$ cat config.mk
export PLATFORM = sky130hd
export DESIGN_NAME = i2c_slave_regs
export DESIGN_NICKNAME = d
export VERILOG_FILES = /design/src/rtl/i2c_slave_regs.sv
export SDC_FILE = /design/constraint.sdc
export NUM_CORES = 1
export LEC_CHECK = 0
export BUFFER_PORTS_ARGS = -buffer_cell sky130_fd_sc_hd__buf_4
export CAP_MARGIN = 30
export CELL_PAD_IN_SITES_DETAIL_PLACEMENT = 0
export CELL_PAD_IN_SITES_GLOBAL_PLACEMENT = 1
export CORE_ASPECT_RATIO = 1.5
export CORE_UTILIZATION = 35
export CTS_CLUSTER_SIZE = 20
export DETAILED_ROUTE_END_ITERATION = 8
export PLACE_DENSITY = 0.75
export SLEW_MARGIN = 20
export SYNTH_ARGS = -nofsm -noshare
export SYNTH_HDL_FRONTEND = slang
export SYNTH_SLANG_ARGS = --single-unit
$ cat constraint.sdc
create_clock -name clk -period 5.1 [get_ports clk]
set_input_delay 0.255 -clock clk [delete_from_list [all_inputs] [get_ports clk]]
set_output_delay 0.255 -clock clk [all_outputs]
set_load 0.02 [all_outputs]
$ cat src/rtl/i2c_slave_regs.sv
// I2C target that maps the bus onto an 8-bit register port.
// Sequence: 7-bit address, one pointer byte, then data bytes with an
// auto-incrementing pointer. SCL/SDA are oversampled on clk and the
// clock is never stretched; SDA is only ever pulled low (open drain).
module i2c_slave_regs #(
  parameter logic [6:0] SLAVE_ADDR = 7'b1010111
) (
  input  logic       clk,
  input  logic       rst,
  input  logic       scl_i,
  input  logic       sda_i,
  output logic       sda_oe,
  output logic [7:0] reg_addr,
  output logic       reg_wr_en,
  output logic [7:0] reg_wdata,
  output logic       reg_rd_en,
  input  logic [7:0] reg_rdata,
  output logic       busy
);

  typedef enum logic [3:0] {
    S_IDLE,
    S_ADDR,
    S_ADDR_ACK,
    S_PTR,
    S_PTR_ACK,
    S_WDATA,
    S_WDATA_ACK,
    S_RDATA,
    S_MACK,
    S_IGNORE
  } state_t;

  // Synchronizer stages plus one delay stage per line for edge detection
  logic scl_meta, scl_sync, scl_prev;
  logic sda_meta, sda_sync, sda_prev;

  logic scl_rise, scl_fall, start_det, stop_det;

  state_t     state, state_n;
  logic [2:0] cnt, cnt_n;
  logic       full, full_n;
  logic [7:0] rx, rx_n;
  logic [7:0] tx, tx_n;
  logic [7:0] ptr, ptr_n;
  logic       rw, rw_n;
  logic       addr_ok, addr_ok_n;
  logic       mack_ok, mack_ok_n;
  logic       rd_dly;
  logic       sda_oe_n, busy_n, wr_en_n, rd_en_n;
  logic [7:0] addr_n, wdata_n;
  logic [7:0] byte_in;
  logic       addr_hit;

  // Bring the asynchronous pads into the clk domain; idle bus level is high
  always_ff @(posedge clk) begin
    if (rst) begin
      scl_meta <= 1'b1;
      scl_sync <= 1'b1;
      scl_prev <= 1'b1;
      sda_meta <= 1'b1;
      sda_sync <= 1'b1;
      sda_prev <= 1'b1;
    end else begin
      scl_meta <= scl_i;
      scl_sync <= scl_meta;
      scl_prev <= scl_sync;
      sda_meta <= sda_i;
      sda_sync <= sda_meta;
      sda_prev <= sda_sync;
    end
  end

  // START/STOP need SCL steady high, so a coincident SCL edge counts as data
  assign scl_rise  = scl_sync & ~scl_prev;
  assign scl_fall  = ~scl_sync & scl_prev;
  assign start_det = scl_sync & scl_prev & sda_prev & ~sda_sync;
  assign stop_det  = scl_sync & scl_prev & ~sda_prev & sda_sync;

  // Byte as it will look once the current bit is shifted in
  assign byte_in  = {rx[6:0], sda_sync};
  // General call (0) and 10-bit prefixes (11110xx) never match
  assign addr_hit = (byte_in[7:1] == SLAVE_ADDR) &&
                    (byte_in[7:1] != 7'd0) &&
                    (byte_in[7:3] != 5'b11110);

  // State and datapath registers
  always_ff @(posedge clk) begin
    if (rst) begin
      state     <= S_IDLE;
      cnt       <= 3'd0;
      full      <= 1'b0;
      rx        <= 8'h00;
      tx        <= 8'h00;
      ptr       <= 8'h00;
      rw        <= 1'b0;
      addr_ok   <= 1'b0;
      mack_ok   <= 1'b0;
      rd_dly    <= 1'b0;
      sda_oe    <= 1'b0;
      busy      <= 1'b0;
      reg_wr_en <= 1'b0;
      reg_rd_en <= 1'b0;
      reg_addr  <= 8'h00;
      reg_wdata <= 8'h00;
    end else begin
      state     <= state_n;
      cnt       <= cnt_n;
      full      <= full_n;
      rx        <= rx_n;
      tx        <= tx_n;
      ptr       <= ptr_n;
      rw        <= rw_n;
      addr_ok   <= addr_ok_n;
      mack_ok   <= mack_ok_n;
      rd_dly    <= reg_rd_en;
      sda_oe    <= sda_oe_n;
      busy      <= busy_n;
      reg_wr_en <= wr_en_n;
      reg_rd_en <= rd_en_n;
      reg_addr  <= addr_n;
      reg_wdata <= wdata_n;
    end
  end

  // Next-state and output decode; START/STOP override every state
  always_comb begin
    state_n   = state;
    cnt_n     = cnt;
    full_n    = full;
    rx_n      = rx;
    tx_n      = rd_dly ? reg_rdata : tx;
    ptr_n     = reg_wr_en ? (ptr + 8'd1) : ptr;
    rw_n      = rw;
    addr_ok_n = addr_ok;
    mack_ok_n = mack_ok;
    sda_oe_n  = sda_oe;
    busy_n    = busy;
    wr_en_n   = 1'b0;
    rd_en_n   = 1'b0;
    addr_n    = reg_addr;
    wdata_n   = reg_wdata;

    if (start_det) begin
      state_n  = S_ADDR;
      cnt_n    = 3'd0;
      full_n   = 1'b0;
      sda_oe_n = 1'b0;
      busy_n   = 1'b0;
    end else if (stop_det) begin
      state_n  = S_IDLE;
      cnt_n    = 3'd0;
      full_n   = 1'b0;
      sda_oe_n = 1'b0;
      busy_n   = 1'b0;
    end else begin
      case (state)
        S_IDLE: begin
          sda_oe_n = 1'b0;
        end

        S_ADDR, S_PTR, S_WDATA: begin
          if (scl_rise && !full) begin
            rx_n  = byte_in;
            cnt_n = cnt + 3'd1;
            if (cnt == 3'd7) begin
              full_n = 1'b1;
              if (state == S_ADDR) begin
                addr_ok_n = addr_hit;
                rw_n      = byte_in[0];
                if (addr_hit && byte_in[0]) begin
                  rd_en_n = 1'b1;
                  addr_n  = ptr;
                end
              end
            end
          end else if (scl_fall && full) begin
            full_n = 1'b0;
            cnt_n  = 3'd0;
            case (state)
              S_ADDR: begin
                if (addr_ok) begin
                  sda_oe_n = 1'b1;
                  busy_n   = 1'b1;
                  state_n  = S_ADDR_ACK;
                end else begin
                  state_n  = S_IGNORE;
                end
              end
              S_PTR: begin
                sda_oe_n = 1'b1;
                ptr_n    = rx;
                state_n  = S_PTR_ACK;
              end
              default: begin
                sda_oe_n = 1'b1;
                wr_en_n  = 1'b1;
                addr_n   = ptr;
                wdata_n  = rx;
                state_n  = S_WDATA_ACK;
              end
            endcase
          end
        end

        S_ADDR_ACK: begin
          if (scl_fall) begin
            cnt_n  = 3'd0;
            full_n = 1'b0;
            if (rw) begin
              sda_oe_n = ~tx_n[7];
              tx_n     = {tx_n[6:0], 1'b0};
              state_n  = S_RDATA;
            end else begin
              sda_oe_n = 1'b0;
              state_n  = S_PTR;
            end
          end
        end

        S_PTR_ACK, S_WDATA_ACK: begin
          if (scl_fall) begin
            sda_oe_n = 1'b0;
            cnt_n    = 3'd0;
            full_n   = 1'b0;
            state_n  = S_WDATA;
          end
        end

        S_RDATA: begin
          if (scl_rise && !full) begin
            cnt_n = cnt + 3'd1;
            if (cnt == 3'd7) begin
              full_n = 1'b1;
            end
          end else if (scl_fall) begin
            if (full) begin
              sda_oe_n  = 1'b0;
              full_n    = 1'b0;
              cnt_n     = 3'd0;
              mack_ok_n = 1'b0;
              state_n   = S_MACK;
            end else begin
              sda_oe_n = ~tx_n[7];
              tx_n     = {tx_n[6:0], 1'b0};
            end
          end
        end

        S_MACK: begin
          if (scl_rise && !mack_ok) begin
            ptr_n = ptr + 8'd1;
            if (!sda_sync) begin
              mack_ok_n = 1'b1;
              rd_en_n   = 1'b1;
              addr_n    = ptr + 8'd1;
            end else begin
              busy_n  = 1'b0;
              state_n = S_IGNORE;
            end
          end else if (scl_fall && mack_ok) begin
            mack_ok_n = 1'b0;
            sda_oe_n  = ~tx_n[7];
            tx_n      = {tx_n[6:0], 1'b0};
            cnt_n     = 3'd0;
            full_n    = 1'b0;
            state_n   = S_RDATA;
          end
        end

        S_IGNORE: begin
          sda_oe_n = 1'b0;
        end

        default: begin
          state_n  = S_IDLE;
          sda_oe_n = 1'b0;
        end
      endcase
    end
  end

endmodule

* Word-level counts from Yosys, hierarchy flattened
Cells that the tools add are included.
Word-level totals: bits in registers 62, output and inout bits 20
Operators by class: $add $sub $neg 2, reductions and logical operators 32, equal/unequal tests 48, mux-type cells 94, bitwise logic cells 19
Operators with widths (number):
- 2-to-1 mux 8 bit | 25
- 2-to-1 mux 4 bit | 11
- 2-to-1 mux 1 bit | 38
- inequality test 3 bit (second input constant) | 11
- one-hot mux 8 bit (2 select lines) | 2
- AND reduction 10 bit | 3
- inequality test 2 bit (second input constant) | 14
- inequality test 4 bit (second input constant) | 7
- 2-to-1 mux 3 bit | 9
- one-hot mux 4 bit (6 select lines) | 1
- one-hot mux 8 bit (3 select lines) | 1
- == test 4 x 3 -> 1 bit (second input constant) | 4
- inequality test 5 bit (second input constant) | 3
- AND reduction 7 bit | 2
- inverter 1 bit | 12
- one-hot mux 3 bit (4 select lines) | 1
- AND reduction 6 bit | 2
- AND reduction 9 bit | 1
- OR reduction 3 bit | 3
- adder 8 x 1 -> 8 bit (second input constant) | 1
- == test 4 x 2 -> 1 bit (second input constant) | 2
- == test 4 bit (second input constant) | 2
- one-hot mux 4 bit (2 select lines) | 1
- AND reduction 4 bit | 2
- 19 further kinds | 37

* Depth between registers and ports, before layout
Gate-level depths: netlist of run 1.
word-level depth 9, gate-level depth with buffers 8, mapped depth without buffers 7

* Least setup slack after synthesis of run 1
No wires, ideal clock.
path type reg2reg, from reg state[2], to reg reg_addr[6], data arrival time 1895 ps, path buffers 2, required time 5009 ps, cell stages (with the launch flop) 8, path slack 3114 ps, library setup time 91 ps, period minus slack after synthesis 1986 ps, cells stage by stage dfxtp_1 > buf_4 > or4b_4 > o32ai_2 > o311a_2 > buf_6 > a21oi_2 > a311oi_1
Between the ends: longest elaborated chain between the ends 4
Ends and longest elaborated chain:
- start: declaration | RTL line 40 | state_t state, state_n;
- start signal: assignment | RTL line 107 | state <= state_n;
- == test 4 x 1 -> 1 bit (tied with other cells) | RTL line 157, 168, 180
- OR reduction 3 bit / OR reduction 2 bit (equally long branches)
- inequality test 3 bit (no line) / nonzero test 2 bit (equally long branches)
- AND reduction 10 bit (no line)
- end signal: assignment | RTL line 121 | reg_addr <= addr_n;
- end: declaration | RTL line 13 | output logic [7:0] reg_addr,
Several ways; a longest one is shown, not always the timed one. A chain may end at the register's enable or synchronous reset.

* Worst setup path after layout of run 1
from reg state[3], to reg tx[7]
Between the ends: longest elaborated chain between the ends 4
Ends and longest elaborated chain:
- == test 4 bit (tied with other cells) | RTL line 157 | case (state)
- one-hot mux 8 bit (3 select lines) (*) | RTL line 157
- 2-to-1 mux 8 bit (*) | RTL line 150 | end else if (stop_det) begin
- 2-to-1 mux 8 bit (*) | RTL line 144 | if (start_det) begin
- end signal: assignment | RTL line 111 | tx <= tx_n;
- end: declaration | RTL line 44 | logic [7:0] tx, tx_n;
Mark *: on every way between the ends. The rest lies on a longest branch, timed or not.

==> results of run 1 <==
## registers in the layout, summed over array words and instances, names as in the netlist
name	count
state	4
scl_sync	1
reg_wr_en	1
sda_oe	1
busy	1
reg_wdata	8
full	1
sda_prev	1
rx	8
reg_rd_en	1
sda_meta	1
rw	1
ptr	8
scl_prev	1
mack_ok	1
tx	8
scl_meta	1
sda_sync	1
addr_ok	1
rd_dly	1
reg_addr	8
cnt	3
## path summary, 6_finish.rpt
| kind | from | endpoint | slack, ns |
|---|---|---|---|
| setup / recovery | state[3]$_SDFFE_PP0P_ | tx[7]$_SDFF_PP0_ | 2.48 |
| hold / removal | sda_i | sda_meta$_SDFF_PP1_ | 0.11 |
| setup reg to reg | state[3]$_SDFFE_PP0P_ | tx[7]$_SDFF_PP0_ | 2.48 |
| hold reg to reg | sda_meta$_SDFF_PP1_ | sda_sync$_SDFF_PP1_ | 0.41 |
## metrics by stage
step,instances,area [um^2],hold slack [ns],worst slack [ns]
finish,505,3830,0.105,2.48
global route,505,3830,0.0934,2.25
CTS,505,3830,0.100,2.46
detailed placement,489,3480,0.397,2.48
global placement,489,3480,0.393,2.61
floorplan,375,3230,0.359,3.11
## kinds of logic after synthesis
logic type,synth area share (%)
AND/OR/NAND/NOR,23.8
multiplexers,9.56
AO/OA/AOI/OAI,18.8
adder cells (fa/ha/maj),1.16
flip-flops,38.4
buffers and inverters,4.76
XOR/XNOR,3.52
## report_power, final
group	total (mW)	switching (mW)	internal (mW)
sequential	0.492	0.00429	0.488
combinational	0.0392	0.0232	0.0160
clock	0.724	0.239	0.485
## worst register-to-register path, delay by kind of cell (launching register included)
family	cells	cell delay (ns)
flops	1	0.67
simple gates	2	0.66
compound gates	2	0.89
mux	1	0.26
## metal layers
metal | track usage, % | part of all wire [%] | vias up
li1 | - | - | 1378
met1 | 19.6 | 41 | 1311
met2 | 30.3 | 53 | 45
met3 | 4.49 | 2.8 | 15
met4 | 8.15 | 3.0 | 0
met5 | 0 | 0 | -
## final cells by class
class                   count  area share, %
repair buffers             32           6.27
clock buffers               9           5.88
multi-input cells         280           48.0
well taps                 110           3.59
inverters                   5          0.490
flip-flops and latches     62           32.4
clock inverters             7           3.33
## Yosys cell counts (4+ instances only)
cell type,number
xnor2_1,11
nor3_1,13
buf_2,5
o211ai_1,4
nand2b_1,6
nor2_1,41
and2_1,4
o21ai_0,7
mux2i_1,23
nor2b_1,4
a311oi_1,8
nand2_1,38
inv_1,5
nand3_1,5
or2_2,8
mux2_2,7
a211oi_1,7
dfxtp_1,62
a31oi_1,8
and3_1,4
a21oi_1,25
clkbuf_1,17
==> impl_metrics.csv, run 1 <==
group,metric,value,unit
setup_path,r2r.worst_path.cells,5,
setup_path,crit_path_max_fanout,19,
cts,cts_tree,"done",
setup_path,crit_required,5.30,ns
timing,fin_setup_tns,0,ns
yosys,synth-edff-count,0,
yosys,ys_ff_latch,62,
global_route,grt_overflow,0,
cts,numCtsBuffers,9,
setup_path,path_cells,"nor4b_2 > a31oi_1 > a2111oi_4 > mux2i_1 > nor2_1",
detailed_routing,first_iter_violations,209,
detailed_routing,ant_nets,0,
yosys,syn_avg_cell_area,8.62,um^2
die,coreArea,0.00888,mm^2
min_path,whs_path_depth,2,
cts,cts_buffer_depth,2,
timing,max_freq,0.382,GHz
placed_design,hpwl,5.63,mm
setup_path,worst-path-buf-inv,0,
yosys,yosysWarnings,0,
power_and_ir_drop,vdd_drop_max,0.000153,V
die,rows,42,
power_and_ir_drop,power_density,328,mW/mm^2
yosys,yosysSeqAreaShare,38.4,%
setup_path,slowest_stage,"a2111oi_4",
detailed_routing,drt_first_pass_iters,4,
finish,num_antenna_cells,0,
finish,nFillCells,907,
yosys,synth_top_area_cell,"dfxtp_1",
cts,cts_root_buf,"clkbuf_16",
detailed_routing,drc_errors,0,
timing,slew_headroom,48.1,%
finish,final_layout_size_suffix_gt1_share,18.7,%
timing,tightest_slew,0.779,ns
cts,postCtsSetupBuffers,0,
power_and_ir_drop,fin_total_pwr,1.26,mW
cts,insertion_delay,0.33,ns
setup_path,critPathMaxStageDelay,0.74,ns
finish,register_area,0.00124,mm^2
detailed_routing,via_count,2749,
global_route,grt.total_usage,17.5,%
finish,final_nets,405,
setup_path,critPathCaptureType,"register",
power_and_ir_drop,p_leak,1.44,nW
placed_design,io_buffers,31,
cts,cts.hold.buffers_added,0,
finish,area_growth,18.4,%
yosys,synth_area,0.00323,mm^2
yosys,synthFlopType,"dfxtp_1",
setup_path,worstSetupPathDepth,5,
detailed_routing,viasPerCell,5.44,
die,die_width,80.5,um
timing,period_share,51.3,%
yosys,synthesis.nets,390,
finish,utilization,43.1,%
run_status,outcome,"finished, final reports clean",
cts,clkSinkCount,62,
yosys,ys_top_cells_by_area,"dfxtp_1 38%, mux2i_1 7.1%, nor2_1 4.8%",
die,die_y,120,um
setup_path,crit_type,"reg2reg",
finish,final_cell_mix,"62 x dfxtp_1, 41 x nor2_1, 38 x nand2_1, 32 x buf_4, 25 x a21oi_1",
timing,hold_violations,0,
finish,final_common_cell,"dfxtp_1",
detailed_routing,wl_per_cell,15.7,um
timing,slew_violations,0,
yosys,synthCells,375,
cts,path_clk_slew,0.06,ns
flow_run,max-cap-violations,0,
timing,finalSetupViolations,0,
global_route,grt_max_degree,56,
setup_path,arrival,2.81,ns
timing,finalCriticalPeriod,2.62,ns
global_route,grt_pass1_vias,2635,
setup_path,critPathTopFamily,"compound AO/OA/AOI/OAI gates",
die,fp.dieArea,0.00963,mm^2
global_route,grt_pass1_wl,12.9,mm
die,io_pins,32,
cts,cts-htree-levels,3,
yosys,async_reset_ff_share,0,%
timing,grt_setup_unrepaired,"false",
global_route,grt_antenna_before_repair,0,
min_path,hold_class,"in2reg",
die,start_util,36.4,%
finish,multiInputGateArea,0.00184,mm^2
detailed_routing,wl,7.95,mm
yosys,synth_top_area_share,38.4,%
setup_path,cp-start-kind,"register",
yosys,synthDistinctLibCells,63,
cts,cts_resized,0,
timing,fin_skew,0.00658,ns
placed_design,gp_routability_congestion,0.930,
Power figures use the tool's default switching activity.
==> run 2: changes to the inputs <==
- ABC_AREA: not set -> 1
- PLACE_DENSITY: 0.75 -> 0.8
- clock period: 5.1 -> 2.1 ns (I/O delays scaled with it)
==> run 2 against run 1 <==
  * Global-route usage increased by 2.4 points
  * Sequential power increased to 2.9 times the previous value
  * Die area decreased by 0.45%
  * Final cell count is 25% higher
  * Non-clock buffer count rose by 6
  * Count of clock-buffer cells in the layout increased by 4
  * Sequential share of layout area is 0.63 points lower
  * Maximum frequency increased by 43%
  * First-iteration DRC count fell by 29%
  * Clock skew is 0.00096 ns lower
  * Critical path depth rose by 4
  * Cell area increased by 2.0%
  * Critical path type unchanged
==> impl_metrics.csv, run 2 <==
group,metric,value,unit
cts,cts_tree,"done",
yosys,synth_area,0.00322,mm^2
yosys,synthMuxAreaShare,0.622,%
die,die_width,80.3,um
setup_path,crit_required,2.32,ns
yosys,synth_top_area_share,38.6,%
timing,slew_headroom,74.2,%
timing,period_share,87.3,%
yosys,synth_top_family_by_area,"simple AND/OR/NAND/NOR gates",
setup_path,crit_type,"reg2reg",
yosys,yosysMostFrequentCell,"nand2_1",
cts,insertion_delay,0.33,ns
timing,fin_setup_tns,0,ns
detailed_routing,via_count,3156,
yosys,synth_common_cells,"131 x nand2_1, 62 x dfxtp_1, 59 x nor2_1",
timing,finalCriticalPeriod,1.83,ns
timing,tightest_slew,0.383,ns
setup_path,cp-start-kind,"register",
finish,fin_area,0.00391,mm^2
die,die_y,119,um
yosys,synthDistinctLibCells,33,
global_route,grt_pass1_vias,3077,
yosys,ys_top_cells_by_area,"dfxtp_1 39%, nand2_1 15%, nor2_1 6.9%",
setup_path,critPathCaptureType,"register",
timing,grt_setup_unrepaired,"false",
finish,final_cell_mix,"131 x nand2_1, 62 x dfxtp_1, 58 x nor2_1, 42 x a21oi_1",
die,io_pins,32,
setup_path,crit_path_max_fanout,11,
finish,final_common_cell,"nand2_1",
flow_run,max-cap-violations,0,
timing,slew_violations,0,
yosys,synth_top_area_cell,"dfxtp_1",
yosys,synthCells,475,
power_and_ir_drop,vdd_drop_max,0.000599,V
detailed_routing,viasPerCell,5.02,
detailed_routing,first_iter_violations,149,
cts,numCtsBuffers,9,
setup_path,critPathLaunch,"state[0]$_SDFFE_PP0P_",
die,rows,42,
yosys,yosysSeqAreaShare,38.6,%
yosys,synth_compound_area_share,14.3,%
finish,area_growth,21.3,%
placed_design,hpwl,6.61,mm
detailed_routing,wl,8.78,mm
die,coreArea,0.00888,mm^2
power_and_ir_drop,p_leak,1.70,nW
yosys,synthSimpleGateAreaFrac,37.1,%
timing,finalSetupViolations,0,
yosys,synth_xor_area_share,1.36,%
detailed_routing,ant_nets,0,
global_route,grt_antenna_before_repair,0,
global_route,grt.total_usage,19.9,%
yosys,async_reset_ff_share,0,%
timing,fin_skew,0.00562,ns
setup_path,arrival,2.06,ns
finish,final_layout_size_suffix_gt1_share,17.1,%
placed_design,gp_routability_congestion,0.950,
run_status,outcome,"finished, final reports clean",
global_route,grt_pass1_wl,14.5,mm
finish,instances_no_fill,629,
finish,num_antenna_cells,0,
yosys,synthesis.nets,490,
yosys,yosysWarnings,0,
global_route,grt_overflow,0,
placed_design,post_dp_cell_area,0.00358,mm^2
yosys,synthFlopType,"dfxtp_1",
power_and_ir_drop,power_density,1200,mW/mm^2
detailed_routing,wl_per_cell,14.0,um
yosys,ys_ff_latch,62,
cts,cts_buffer_depth,2,
finish,final_nets,529,
min_path,holdCritStartpoint,"reg_rdata[0]",
die,fp.dieArea,0.00959,mm^2
global_route,grt_max_degree,28,
yosys,synth_fa_ha_area_share,1.17,%
cts,path_clk_slew,0.05,ns
timing,max_freq,0.545,GHz
timing,hold_violations,0,
yosys,syn_avg_cell_area,6.77,um^2
min_path,hold_class,"in2reg",
setup_path,rr_startpoint,"state[0]$_SDFFE_PP0P_",
cts,clkSinkCount,62,
detailed_routing,drt_first_pass_iters,5,
placed_design,post-place-cells,611,
placed_design,io_buffers,31,
cts,postCtsSetupBuffers,0,
yosys,synth-edff-count,0,
cts,cts_root_buf,"clkbuf_16",
detailed_routing,drc_errors,0,
cts,cts-htree-levels,3,
die,start_util,36.2,%
-- run 2: worst max-delay path, stage by stage, from the launching register on --
cell and delay (ns):
dfxtp_1 0.46, inv_2 0.12, nor2_4 0.19, nor2_1 0.13, nand2_1 0.13, nand2_1 0.10, nor2_4 0.16, nand3_2 0.22
nor2_1 0.17, nor2_1 0.06
-- run 2: path summary, 6_finish.rpt --
check                                                 to  cells after the start  slack [ns]
worst max-delay path            reg_addr[5]$_SDFFE_PP0P_                      9        0.27
worst min-delay path                    tx[0]$_SDFF_PP0_                      3        0.08
worst max register to register  reg_addr[5]$_SDFFE_PP0P_                      9        0.27
worst min register to register       sda_sync$_SDFF_PP1_                      1        0.41
-- run 2: cell families after synthesis --
logic type | Yosys count
AND/OR/NAND/NOR | 260
AO/OA/AOI/OAI | 88
flip-flops | 62
buffers and inverters | 55
XOR/XNOR | 5
adder cells (fa/ha/maj) | 3
multiplexers | 2
-- run 2: timing repair --
action,4_1_cts,5_1_grt
hold endpoints to repair,2,0
resized for setup,0,1
hold buffers,2,0
endpoints found under the setup margin,0,4
-- run 2: layout make-up --
type / instances / area (um^2)
clock buffer: 13 / 260
clock inverter: 3 / 42.5
fill: 934 / 4980
inverter: 45 / 174
multi-input combinational: 358 / 1760
sequential: 62 / 1240
tap: 110 / 138
timing repair buffer: 38 / 290
-- run 2: through the flow --
stage          power, mW  hold WS (ns)  setup WS [ns]  utilization [%]
2_1_floorplan       2.78         0.209          0.572                -
3_3_place_gp        3.20         0.290          0.104             40.3
3_5_place_dp        3.20         0.298          0.118             40.3
4_1_cts             4.72        0.0801          0.104             43.9
5_1_grt             5.02        0.0960         0.0568             44.0
6_report            4.68        0.0772          0.266             44.0
-- run 2: layer usage --
layer | vias to the layer above | wire (um) | share of wire [%] | track usage [%]
li1 | 1624 | - | - | -
met1 | 1447 | 3480 | 40 | 20.2
met2 | 59 | 4760 | 54 | 36.2
met3 | 26 | 249 | 2.8 | 4.90
met4 | 0 | 295 | 3.4 | 10.8
met5 | - | 0 | 0 | 0
-- run 2: power by group --
group | total (mW) | internal [mW] | switching, mW | leakage (nW)
logic | 1.77 | 0.567 | 1.21 | 1.06
clock network | 1.50 | 0.981 | 0.523 | 0.146
registers | 1.41 | 1.30 | 0.105 | 0.502
